===== config.mk =====
export PLATFORM = sky130hd
export DESIGN_NAME = calculo_preco
export DESIGN_NICKNAME = d
export VERILOG_FILES = /design/src/rtl/calculo_preco.sv
export SDC_FILE = /design/constraint.sdc
export NUM_CORES = 1
export LEC_CHECK = 0
export BUFFER_PORTS_ARGS = -buffer_cell sky130_fd_sc_hd__buf_2
export CAP_MARGIN = 20
export CORE_MARGIN = 1
export CORE_UTILIZATION = 25
export DETAILED_ROUTE_END_ITERATION = 8
export SLEW_MARGIN = 20
export SYNTH_ARGS = -nofsm -noshare
export SYNTH_HDL_FRONTEND = slang
export SYNTH_SLANG_ARGS = --single-unit

===== constraint.sdc =====
create_clock -name clk -period 3.5 [get_ports clk]
set_input_delay 1.05 -clock clk [delete_from_list [all_inputs] [get_ports clk]]
set_output_delay 1.05 -clock clk [all_outputs]
set_load 0.01 [all_outputs]

===== src/rtl/calculo_preco.sv =====
// calculo_preco: price = peso[g] * precokg[cents/kg] / 1000, in cents.
// Sequential shift-add multiply (10 cycles) followed by restoring division
// by 1000 (10 cycles), then a one-cycle FIM state that publishes the result.
// Operands above 999 are rejected immediately with erro=1 and centimos=0.
// Build option: define ARREDONDAR_EN to round to the nearest cent (halves up)
// instead of truncating; latency is the same in both builds.
module calculo_preco (
    input  logic       clk,
    input  logic       rst,
    input  logic       start,
    input  logic [9:0] peso,
    input  logic [9:0] precokg,
    output logic [9:0] centimos,
    output logic       ocupado,
    output logic       pronto,
    output logic       erro
);

    typedef enum logic [1:0] {IDLE, MULT, DIV, FIM} state_t;

`ifdef ARREDONDAR_EN
    localparam logic [19:0] BIAS = 20'd500;
`else
    localparam logic [19:0] BIAS = 20'd0;
`endif
    // Divisor aligned so the first compare produces quotient bit 9.
    localparam logic [19:0] DIVISOR_INIT = 20'd1000 << 9;

    state_t      state, state_next;
    logic [19:0] multiplicando;   // peso, shifted left once per MULT cycle
    logic [9:0]  multiplicador;   // precokg, shifted right once per MULT cycle
    logic [19:0] acc;             // running product
    logic [19:0] resto;           // partial remainder during DIV
    logic [19:0] divisor;         // 1000 << (9 - bit index)
    logic [9:0]  quoc;            // quotient, filled MSB first
    logic [3:0]  count;           // step counter shared by MULT and DIV

    logic        invalid;
    logic        last_step;
    logic [19:0] acc_next;
    logic        q_bit;
    logic [19:0] resto_next;
    logic [9:0]  quoc_next;

    assign invalid    = (peso > 10'd999) || (precokg > 10'd999);
    assign last_step  = (count == 4'd9);
    assign acc_next   = acc + (multiplicador[0] ? multiplicando : 20'd0);
    assign q_bit      = (resto >= divisor);
    assign resto_next = q_bit ? (resto - divisor) : resto;
    assign quoc_next  = {quoc[8:0], q_bit};

    // State register with synchronous reset.
    always_ff @(posedge clk) begin
        // NOTE: all clocked state uses non-blocking assignments so every
        // register samples pre-edge values, independent of statement order.
        if (rst) state <= IDLE;
        else     state <= state_next;
    end

    // Next-state logic and the status outputs decoded from the state.
    always_comb begin
        // NOTE: defaults first so no path leaves a signal unassigned
        // (which would infer a latch).
        state_next = state;
        ocupado    = 1'b0;
        pronto     = 1'b0;
        case (state)
            IDLE: if (start) state_next = invalid ? FIM : MULT;
            MULT: begin
                ocupado = 1'b1;
                if (last_step) state_next = DIV;
            end
            DIV: begin
                ocupado = 1'b1;
                if (last_step) state_next = FIM;
            end
            FIM: begin
                pronto     = 1'b1;
                state_next = IDLE;
            end
            default: state_next = IDLE;
        endcase
    end

    // Datapath: operand capture, shift-add multiply, restoring divide and
    // result registers (updated only on the edge that enters FIM).
    always_ff @(posedge clk) begin
        // NOTE: every register is cleared by rst, so an aborted computation
        // leaves no residue and the outputs read 0 immediately.
        if (rst) begin
            multiplicando <= '0;
            multiplicador <= '0;
            acc           <= '0;
            resto         <= '0;
            divisor       <= '0;
            quoc          <= '0;
            count         <= '0;
            centimos      <= '0;
            erro          <= 1'b0;
        end else begin
            case (state)
                IDLE: if (start) begin
                    multiplicando <= {10'd0, peso};
                    multiplicador <= precokg;
                    acc           <= '0;
                    count         <= '0;
                    if (invalid) begin
                        centimos <= '0;
                        erro     <= 1'b1;
                    end
                end
                MULT: begin
                    acc           <= acc_next;
                    multiplicando <= multiplicando << 1;
                    multiplicador <= multiplicador >> 1;
                    if (last_step) begin
                        count   <= '0;
                        resto   <= acc_next + BIAS;
                        divisor <= DIVISOR_INIT;
                        quoc    <= '0;
                    end else begin
                        count <= count + 4'd1;
                    end
                end
                DIV: begin
                    resto   <= resto_next;
                    divisor <= divisor >> 1;
                    quoc    <= quoc_next;
                    count   <= count + 4'd1;
                    if (last_step) begin
                        centimos <= quoc_next;
                        erro     <= 1'b0;
                    end
                end
                default: ;
            endcase
        end
    end

endmodule


==> flow_summary.yaml, run 1 <==
run:
  maxCapViolations: 0
timing:
  drv_slew: 0
  finalSetupViolCount: 0
  fin_skew_ps: 6.591
  fin_setup_tns_ps: 0
  fmax_mhz: 327.1
  max_slew_margin_pct: 43.86
  period_share_pct: 87.34
  worst_pin_slew_ps: 840.4
  hold_violations: 0
  fin_crit_ps: 3057
  layout_setup_ws_ps: 443.0
  rsz0062_at_grt: "false"
clock_network:
  clockBufferDepth: 2
  path_clk_slew_ps: 50
  numCtsBuffers: 17
  post_cts_resized: 0
  clk_latency_ps: 410
  cts_tree: "yes"
  htreeDepth: 4
  postCtsHoldBufs: 0
  cts.sinks: 115
  cts_root_buffer: "clkbuf_16"
  cts_setup_buffers: 0
synth:
  ys.flop_type: "dfxtp_1"
  synth.most_common_cell: "nor2_1"
  synth_top_area_cell: "dfxtp_1"
  syn_inst: 772
  netlist_top_cells_count: "nor2_1, dfxtp_1, a22oi_1, ha_1, clkbuf_1"
  synth-edff-count: 0
  yosysSeqAreaShare_pct: 35.49
  yosysWarnings: 0
  synthDistinctLibCells: 58
  async_reset_ff_share_pct: 0
  syn-num-nets: 841
  ys_seq_elements: 115
  synth_top_area_share_pct: 35.49
  netlist_area_mm2: 0.006487
  synth_area_leaders: "dfxtp_1, ha_1, nor2_1"
  avgSynthCellArea_um2: 8.403
detailed_routing:
  viasPerCell: 4.790
  drt_iter0_markers: 350
  routed_wl_mm: 14.69
  drc_errors: 0
  dr.pass1.iters: 4
  dr_total_vias: 5432
  routedWlPerCell_um: 12.96
  antenna_left: 0
worst_setup_path:
  worstSetupStartpointType: "flip-flop"
  end_kind: "flip-flop"
  crit_path_start: "resto[0]"
  r2r_start: "resto[0]"
  setup.worst_path.class: "flip-flop to flip-flop"
  crit_required_ps: 3820
  r2r_slack_ps: 440
  r2r_end: "resto[2]"
  cp_max_fo: 15
  cp_data_arrival_time_ps: 3370
  crit_end: "resto[2]"
  rr_worst_depth: 11
power:
  power.switching_mw: 2.407
  vdd_drop_max_v: 0.0004671
  p_clk_share_pct: 27.6
  swShare_pct: 38.99
  p_leak_nw: 3.003
  powerDensity_mw_per_mm2: 817.0
  seqPwrFrac_pct: 27.1
  p_comb_share_pct: 45.3
  internal-power_mw: 3.768
die:
  fp.dieH_um: 163.1
  dieArea_mm2: 0.02660
  start_util_pct: 25.62
  fp-row-count: 58
  die-width_um: 163.1
  io_pins: 36
  core_mm2: 0.02533
global_route:
  grt_overflow: 0
  grt_pass1_wl_mm: 25.23
  grt_max_degree: 43
  grt_usage_pct: 11.78
  grt_pass1_vias: 5381
  antenna_found_initial: 0
placement:
  post-dp-hpwl_mm: 10.49
  routabilityCongestion: 0.8206
  place_ws_ps: 450.4
  place_inst: 1102
  place_area_mm2: 0.006968
  portBuffers: 35
min_path:
  hold_path_class: "flip-flop to flip-flop"
finish:
  final_util_pct: 29.84
  fin_nets: 860
  insertedDiodeCount: 0
  final_cells: 1134
  final.fill_count: 2701
  area_delta_synth_final_pct: 16.51
  stdcell_area_mm2: 0.007559
  drive_gt1_share_pct: 12.06
status:
  outcome: "completed"
==> per-layer routing <==
| layer | up-vias | track usage [%] | share of wire, % |
|---|---|---|---|
| met3 | 11 | 2.565 | 2.6 |
| met5 | - | 0 | 0 |
| li1 | 2829 | - | - |
| met1 | 2528 | 13.96 | 48 |
| met4 | 0 | 4.758 | 1.3 |
| met2 | 64 | 20.48 | 48 |
==> power groups by stage <==
stage | combinational [mW] | clock, mW | sequential (mW)
2_1_floorplan | 2.28 | 0 | 1.65
3_3_place_gp | 2.77 | 0 | 1.70
3_5_place_dp | 2.78 | 0 | 1.70
4_1_cts | 2.80 | 1.74 | 1.68
5_1_grt | 3.16 | 1.80 | 1.71
6_report | 2.80 | 1.70 | 1.68
==> sequential cells by signal, indices dropped and copies added, names as in the netlist <==
| signal | cells |
|---|---|
| erro | 1 |
| multiplicador | 10 |
| state | 2 |
| centimos | 10 |
| count | 4 |
| multiplicando | 20 |
| quoc | 9 |
| divisor | 19 |
| acc | 20 |
| resto | 20 |
==> cell type report <==
class / instances / area [um2] / share of cell area [%]
Multi-Input combinational cell: 577 / 3862 / 51.10
Clock buffer: 22 / 484.2 / 6.406
Clock inverter: 10 / 105.1 / 1.391
Inverter: 33 / 123.9 / 1.639
Timing Repair Buffer: 47 / 267.8 / 3.542
Tap cell: 330 / 412.9 / 5.463
Sequential cell: 115 / 2302 / 30.46
==> per-stage QoR <==
| step | hold WS [ps] | power (mW) |
|---|---|---|
| final | 460.1 | 6.175 |
| after global placement | 450.1 | 4.471 |
| after floorplan | 436.2 | 3.928 |
| after global routing | 484.8 | 6.664 |
| after detailed placement | 453.9 | 4.488 |
| after CTS | 463.3 | 6.225 |
==> placed cells by master (no fill, tap or decap), drive strengths merged, types with 6 or more instances in the layout <==
master	n
nor2	133
dfxtp	115
a22oi	64
buf	47
ha	44
a211oi	38
a21oi	37
nand2	35
inv	33
o21ai	27
mux2i	22
clkbuf	22
and2	21
a21o	17
xnor2	17
nor3	14
xor2	11
nand3	11
nand4	7
o211ai	7
o21bai	6
clkinv	6
==> worst max-delay path, cell delays in order, from the launching register on <==
cell and delay (ps):
dfxtp_1 320, inv_1 40, ha_1 220, fa_1 380, nand2b_1 200, a21o_1 210
o221a_2 320, a211o_1 350, a21oi_4 300, buf_4 290, nor2_1 70, a311oi_1 250
==> how the worst min path moves through the flow <==
stage / from / to / slack [ps] / cells after the start
floorplan: resto[7] / resto[7] / 440 / 2
global placement: erro / erro / 450 / 2
detailed placement: erro / erro / 450 / 2
CTS: erro / erro / 460 / 2
global route: erro / erro / 480 / 2
finish: erro / erro / 460 / 2
==> cells by family after synthesis <==
| kind of cell | after synthesis | synth area share (%) |
|---|---|---|
| simple gates | 244 | 16.70 |
| compound gates | 236 | 26.31 |
| flops | 115 | 35.49 |
| buf+inv | 80 | 5.053 |
| fa+ha+maj | 46 | 9.103 |
| xor+xnor | 28 | 3.780 |
| mux | 23 | 3.568 |
No activity file was read; power rests on OpenSTA's default activity.
==> run 2: changes to the inputs <==
MAX_ROUTING_LAYER = met4   (was not set)
==> run 2 against run 1 <==
  * Design area is the same
  * Critical path type unchanged
  * Fmax up 0.14%
  * Count of clock-buffer cells in the layout stayed put
  * Hold slack got worse by 0.75 ps
  * Power grew 0.18%
  * Register-to-register slack about the same
==> flow_summary.yaml, run 2 (synthesis gave the netlist of run 1 again) <==
status:
  outcome: "completed"
timing:
  fmax_mhz: 327.6
  hold_violations: 0
  worst_pin_slew_ps: 927.0
  period_share_pct: 87.22
  drv_slew: 0
  fin_skew_ps: 7.738
  fin_crit_ps: 3053
  rsz0062_at_grt: "false"
  finalSetupViolCount: 0
  fin_setup_tns_ps: 0
  layout_setup_ws_ps: 447.2
  max_slew_margin_pct: 38.07
placement:
  post-dp-hpwl_mm: 10.49
  place_inst: 1102
  portBuffers: 35
  routabilityCongestion: 0.8329
  place_ws_ps: 450.4
min_path:
  hp-start: "erro"
  hold_path_class: "flip-flop to flip-flop"
  min_to: "erro"
  holdPathStages: 2
clock_network:
  numCtsBuffers: 17
  clk_latency_ps: 420
  clockBufferDepth: 2
  post_cts_resized: 0
  postCtsHoldBufs: 0
  cts_setup_buffers: 0
  cts_root_buffer: "clkbuf_16"
  cts_tree: "yes"
  htreeDepth: 4
  cts.sinks: 115
  path_clk_slew_ps: 50
global_route:
  grtUsageMet3_pct: 2.387
  grt_usage_pct: 12.14
  grt.met1_usage_pct: 14.18
  grt_pass1_vias: 5379
  grt_overflow: 0
  busiest_layer: "met2"
  antenna_found_initial: 0
  grt_max_degree: 43
  grt_pass1_wl_mm: 25.24
  use_met2_pct: 20.41
detailed_routing:
  drc_errors: 0
  drt_iter0_markers: 337
  dr.pass1.iters: 5
  antenna_left: 0
  routed_wl_mm: 14.71
  routedWlPerCell_um: 12.97
  dr_total_vias: 5438
  viasPerCell: 4.795
worst_setup_path:
  crit_required_ps: 3820
  r2r_start: "resto[0]"
  cp_data_arrival_time_ps: 3380
  rr_worst_depth: 11
  cp_max_fo: 15
  r2r_slack_ps: 450
  r2r_end: "resto[2]"
  end_kind: "flip-flop"
  setup.worst_path.class: "flip-flop to flip-flop"
  worstSetupStartpointType: "flip-flop"
finish:
  area_delta_synth_final_pct: 16.51
  fin_nets: 860
  final_util_pct: 29.84
  final_common_cell: "nor2_1"
  final.fill_count: 2701
  drive_gt1_share_pct: 12.06
  insertedDiodeCount: 0
  final_cells: 1134
  final_cell_mix: "nor2_1, dfxtp_1, a22oi_1"
  reg_top3: "acc: 20 flops, multiplicando: 20 flops, resto: 20 flops"
die:
  fp.dieH_um: 163.1
  core_mm2: 0.02533
  die-width_um: 163.1
  fp-row-count: 58
  io_pins: 36
  dieArea_mm2: 0.02660
  start_util_pct: 25.62
power:
  powerDensity_mw_per_mm2: 818.4
  p_leak_nw: 3.003
  vdd_drop_max_v: 0.0004665
run:
  maxCapViolations: 0
run 2: cell counts in the layout (fill, tap and decap cells not counted):
No cell type changed its count.
run 2: report_power, final:
group | switching (mW) | internal [mW] | leakage (nW)
sequential | 0.150 | 1.52 | 0.933
clock | 0.597 | 1.11 | 0.291
combinational | 1.67 | 1.13 | 1.78
total | 2.42 | 3.77 | 3.00
run 2: worst max-delay path: stages, from the launching register on:
cell and delay, ps:
dfxtp_1 320, inv_1 40, ha_1 220, fa_1 380, nand2b_1 200, a21o_1 210, o221a_2 320, a211o_1 350
a21oi_4 300, buf_4 290, nor2_1 70, a311oi_1 250
run 2: metrics by stage:
stage | hold WS, ps | cell area [um2] | total power, mW
detailed placement | 453.9 | 6968 | 4.488
floorplan | 436.2 | 6487 | 3.928
CTS | 463.3 | 7557 | 6.225
global placement | 450.1 | 6968 | 4.471
global route | 484.8 | 7559 | 6.666
finish | 459.3 | 7559 | 6.186
run 2: routing by layer:
metal,share of wire [%],vias to the layer above,wire [um]
li1,-,2826,-
met1,48,2530,7028
met2,47,62,6983
met3,2.7,20,400
met4,2.0,0,297
met5,0,-,0
run 2: worst max path at each step:
stage,to,slack [ps],start
6_report,resto[2],450,resto[0]
5_1_grt,resto[18],120,multiplicador[0]
4_1_cts,resto[18],430,multiplicador[0]
3_5_place_dp,resto[18],450,multiplicador[0]
3_3_place_gp,resto[16],490,multiplicador[0]
2_1_floorplan,resto[18],800,multiplicador[0]
run 2: area by class of cell:
cell class / count / area [um2] / area share, %
tap: 330 / 412.9 / 5.463
clock inverter: 10 / 105.1 / 1.391
timing repair buffer: 47 / 267.8 / 3.542
multi-input combinational: 577 / 3862 / 51.10
clock buffer: 22 / 484.2 / 6.406
inverter: 33 / 123.9 / 1.639
sequential: 115 / 2302 / 30.46
==> run 3: changes to the inputs <==
ABC_AREA = 1   (was not set)
==> run 3 against run 2 <==
  * Power rose by 11%
  * Sequential share of layout area fell by 3.5 points
  * Clock power rose by 4%
==> flow_summary.yaml, run 3 <==
die:
  io_pins: 36
  core_mm2: 0.02886
  die-width_um: 173.8
  start_util_pct: 25.58
  fp.dieH_um: 173.8
  fp-row-count: 62
  dieArea_mm2: 0.03022
worst_setup_path:
  crit_buf_inv: 1
  cp_slowest_cell: "fa_1"
  setup.worst_path.class: "flip-flop to flip-flop"
  end_kind: "flip-flop"
  crit_required_ps: 3820
  crit_family: "simple AND/OR/NAND/NOR gates"
  cp_max_fo: 14
  critPathMostFrequentCell: "nand2_1"
  slowest_delay_ps: 460
  path_cells: "inv_1, ha_1, fa_1, o21ai_2, nand2_1, nand3_2, nand2_1, nand3_1, nand2_2, a21oi_1, nor2_1"
  worstSetupStartpointType: "flip-flop"
  cp_data_arrival_time_ps: 2790
clock_network:
  clk_latency_ps: 430
  clockBufferDepth: 2
  cts_root_buffer: "clkbuf_16"
  postCtsHoldBufs: 0
  path_clk_slew_ps: 60
  cts_tree: "yes"
  htreeDepth: 4
  cts.sinks: 115
  cts_setup_buffers: 0
  numCtsBuffers: 17
  post_cts_resized: 0
timing:
  hold_slack_ps: 463.0
  worst_pin_slew_ps: 855.9
  max_slew_margin_pct: 42.94
  hold_violations: 0
  fmax_mhz: 404.6
  layout_setup_ws_ps: 1028
  period_share_pct: 70.62
  fin_skew_ps: 8.101
  fin_crit_ps: 2472
  drv_slew: 0
  finalSetupViolCount: 0
  fin_setup_tns_ps: 0
  rsz0062_at_grt: "false"
global_route:
  grt_pass1_wl_mm: 32.80
  grt_overflow: 0
  antenna_found_initial: 0
  grt_usage_pct: 13.66
  grt_max_degree: 76
  grt_pass1_vias: 6896
detailed_routing:
  wl_met2_mm: 8.356
  antenna_left: 0
  drt_iter0_markers: 359
  top_layer: "met4"
  dr_total_vias: 7216
  routed_wl_mm: 19.21
  dr_wl_met3_um: 748
  routedWlPerCell_um: 11.88
  drc_errors: 0
  dr.pass1.iters: 7
  wl_met1_mm: 9.534
  viasPerCell: 4.463
finish:
  final_common_cell: "nand2_1"
  reg_top3: "acc: 20 flops, multiplicando: 20 flops, resto: 20 flops"
  fin_nets: 1289
  final.fill_count: 3255
  area_delta_synth_final_pct: 15.80
  stdcell_area_mm2: 0.008548
  insertedDiodeCount: 0
  drive_gt1_share_pct: 8.516
  final_cell_mix: "nand2_1, inv_1, dfxtp_1"
synth:
  netlist_area_mm2: 0.007382
  syn-num-nets: 1264
  synth_area_leaders: "dfxtp_1, nand2_1, inv_1"
  yosysWarnings: 0
  yosysSeqAreaShare_pct: 31.19
  netlist_top_cells_count: "nand2_1, inv_1, dfxtp_1, a21oi_1, nor2_1"
  synthDistinctLibCells: 38
  syn_inst: 1195
  synth_top_area_cell: "dfxtp_1"
  avgSynthCellArea_um2: 6.177
  ys_seq_elements: 115
  synth-edff-count: 0
  ys.flop_type: "dfxtp_1"
  synth_top_area_share_pct: 31.19
  synth.most_common_cell: "nand2_1"
  async_reset_ff_share_pct: 0
placement:
  routabilityCongestion: 0.8905
  place_area_mm2: 0.007949
  post-dp-hpwl_mm: 14.04
  place_ws_ps: 733.1
  portBuffers: 35
status:
  outcome: "completed"
run:
  maxCapViolations: 0
power:
  powerDensity_mw_per_mm2: 800.8
  p_leak_nw: 4.120
  vdd_drop_max_v: 0.0005542
min_path:
  hold_path_class: "flip-flop to flip-flop"
-- run 3: kinds of logic after synthesis --
family	count (synthesis)	synth area share (%)
AO/OA/AOI/OAI	180	13.19
AND/OR/NAND/NOR	643	35.61
buffers and inverters	199	10.59
XOR/XNOR	12	1.424
adder cells (fa/ha/maj)	46	8.000
flip-flops	115	31.19
-- run 3: cell type report --
type / instances / area (um2) / area share [%]
Sequential cell: 115 / 2302 / 26.93
Tap cell: 384 / 480.5 / 5.621
Timing Repair Buffer: 47 / 265.3 / 3.103
Inverter: 158 / 593.1 / 6.938
Clock inverter: 14 / 170.2 / 1.991
Clock buffer: 18 / 429.2 / 5.020
Multi-Input combinational cell: 881 / 4308 / 50.40
-- run 3: final timing paths --
kind	endpoint	slack [ps]	cells after the start	startpoint
worst max register to register	resto[7]	1030	11	resto[0]
worst max-delay path	resto[7]	1030	11	resto[0]
worst min-delay path	quoc[8]	460	2	quoc[8]
worst min register to register	quoc[8]	460	2	quoc[8]
-- run 3: tightest hold or removal path, delay by kind of cell (launching register included) --
| family | cells | cell delay, ps |
|---|---|---|
| flops | 1 | 310 |
| simple gates | 1 | 60 |
| compound gates | 1 | 50 |
-- run 3: per-stage QoR --
| stage | utilization [%] | cells | total power, mW |
|---|---|---|---|
| 6_report | 29.62 | 1617 | 6.845 |
| 3_5_place_dp | 27.55 | 1585 | 5.076 |
| 3_3_place_gp | 27.55 | 1585 | 5.048 |
| 2_1_floorplan | - | 1195 | 4.344 |
| 5_1_grt | 29.62 | 1617 | 7.466 |
| 4_1_cts | 29.62 | 1617 | 6.882 |
-- run 3: where the power goes --
part / switching (mW) / internal, mW
Clock: 0.708 / 1.07
Sequential: 0.135 / 1.55
Combinational: 2.31 / 1.07
Total: 3.15 / 3.69
-- run 3: routing by layer --
| layer | vias to the layer above | GRT usage (%) |
|---|---|---|
| li1 | 3840 | - |
| met1 | 3214 | 17.57 |
| met2 | 132 | 20.90 |
| met3 | 30 | 2.303 |
| met4 | 0 | 6.104 |
| met5 | - | - |
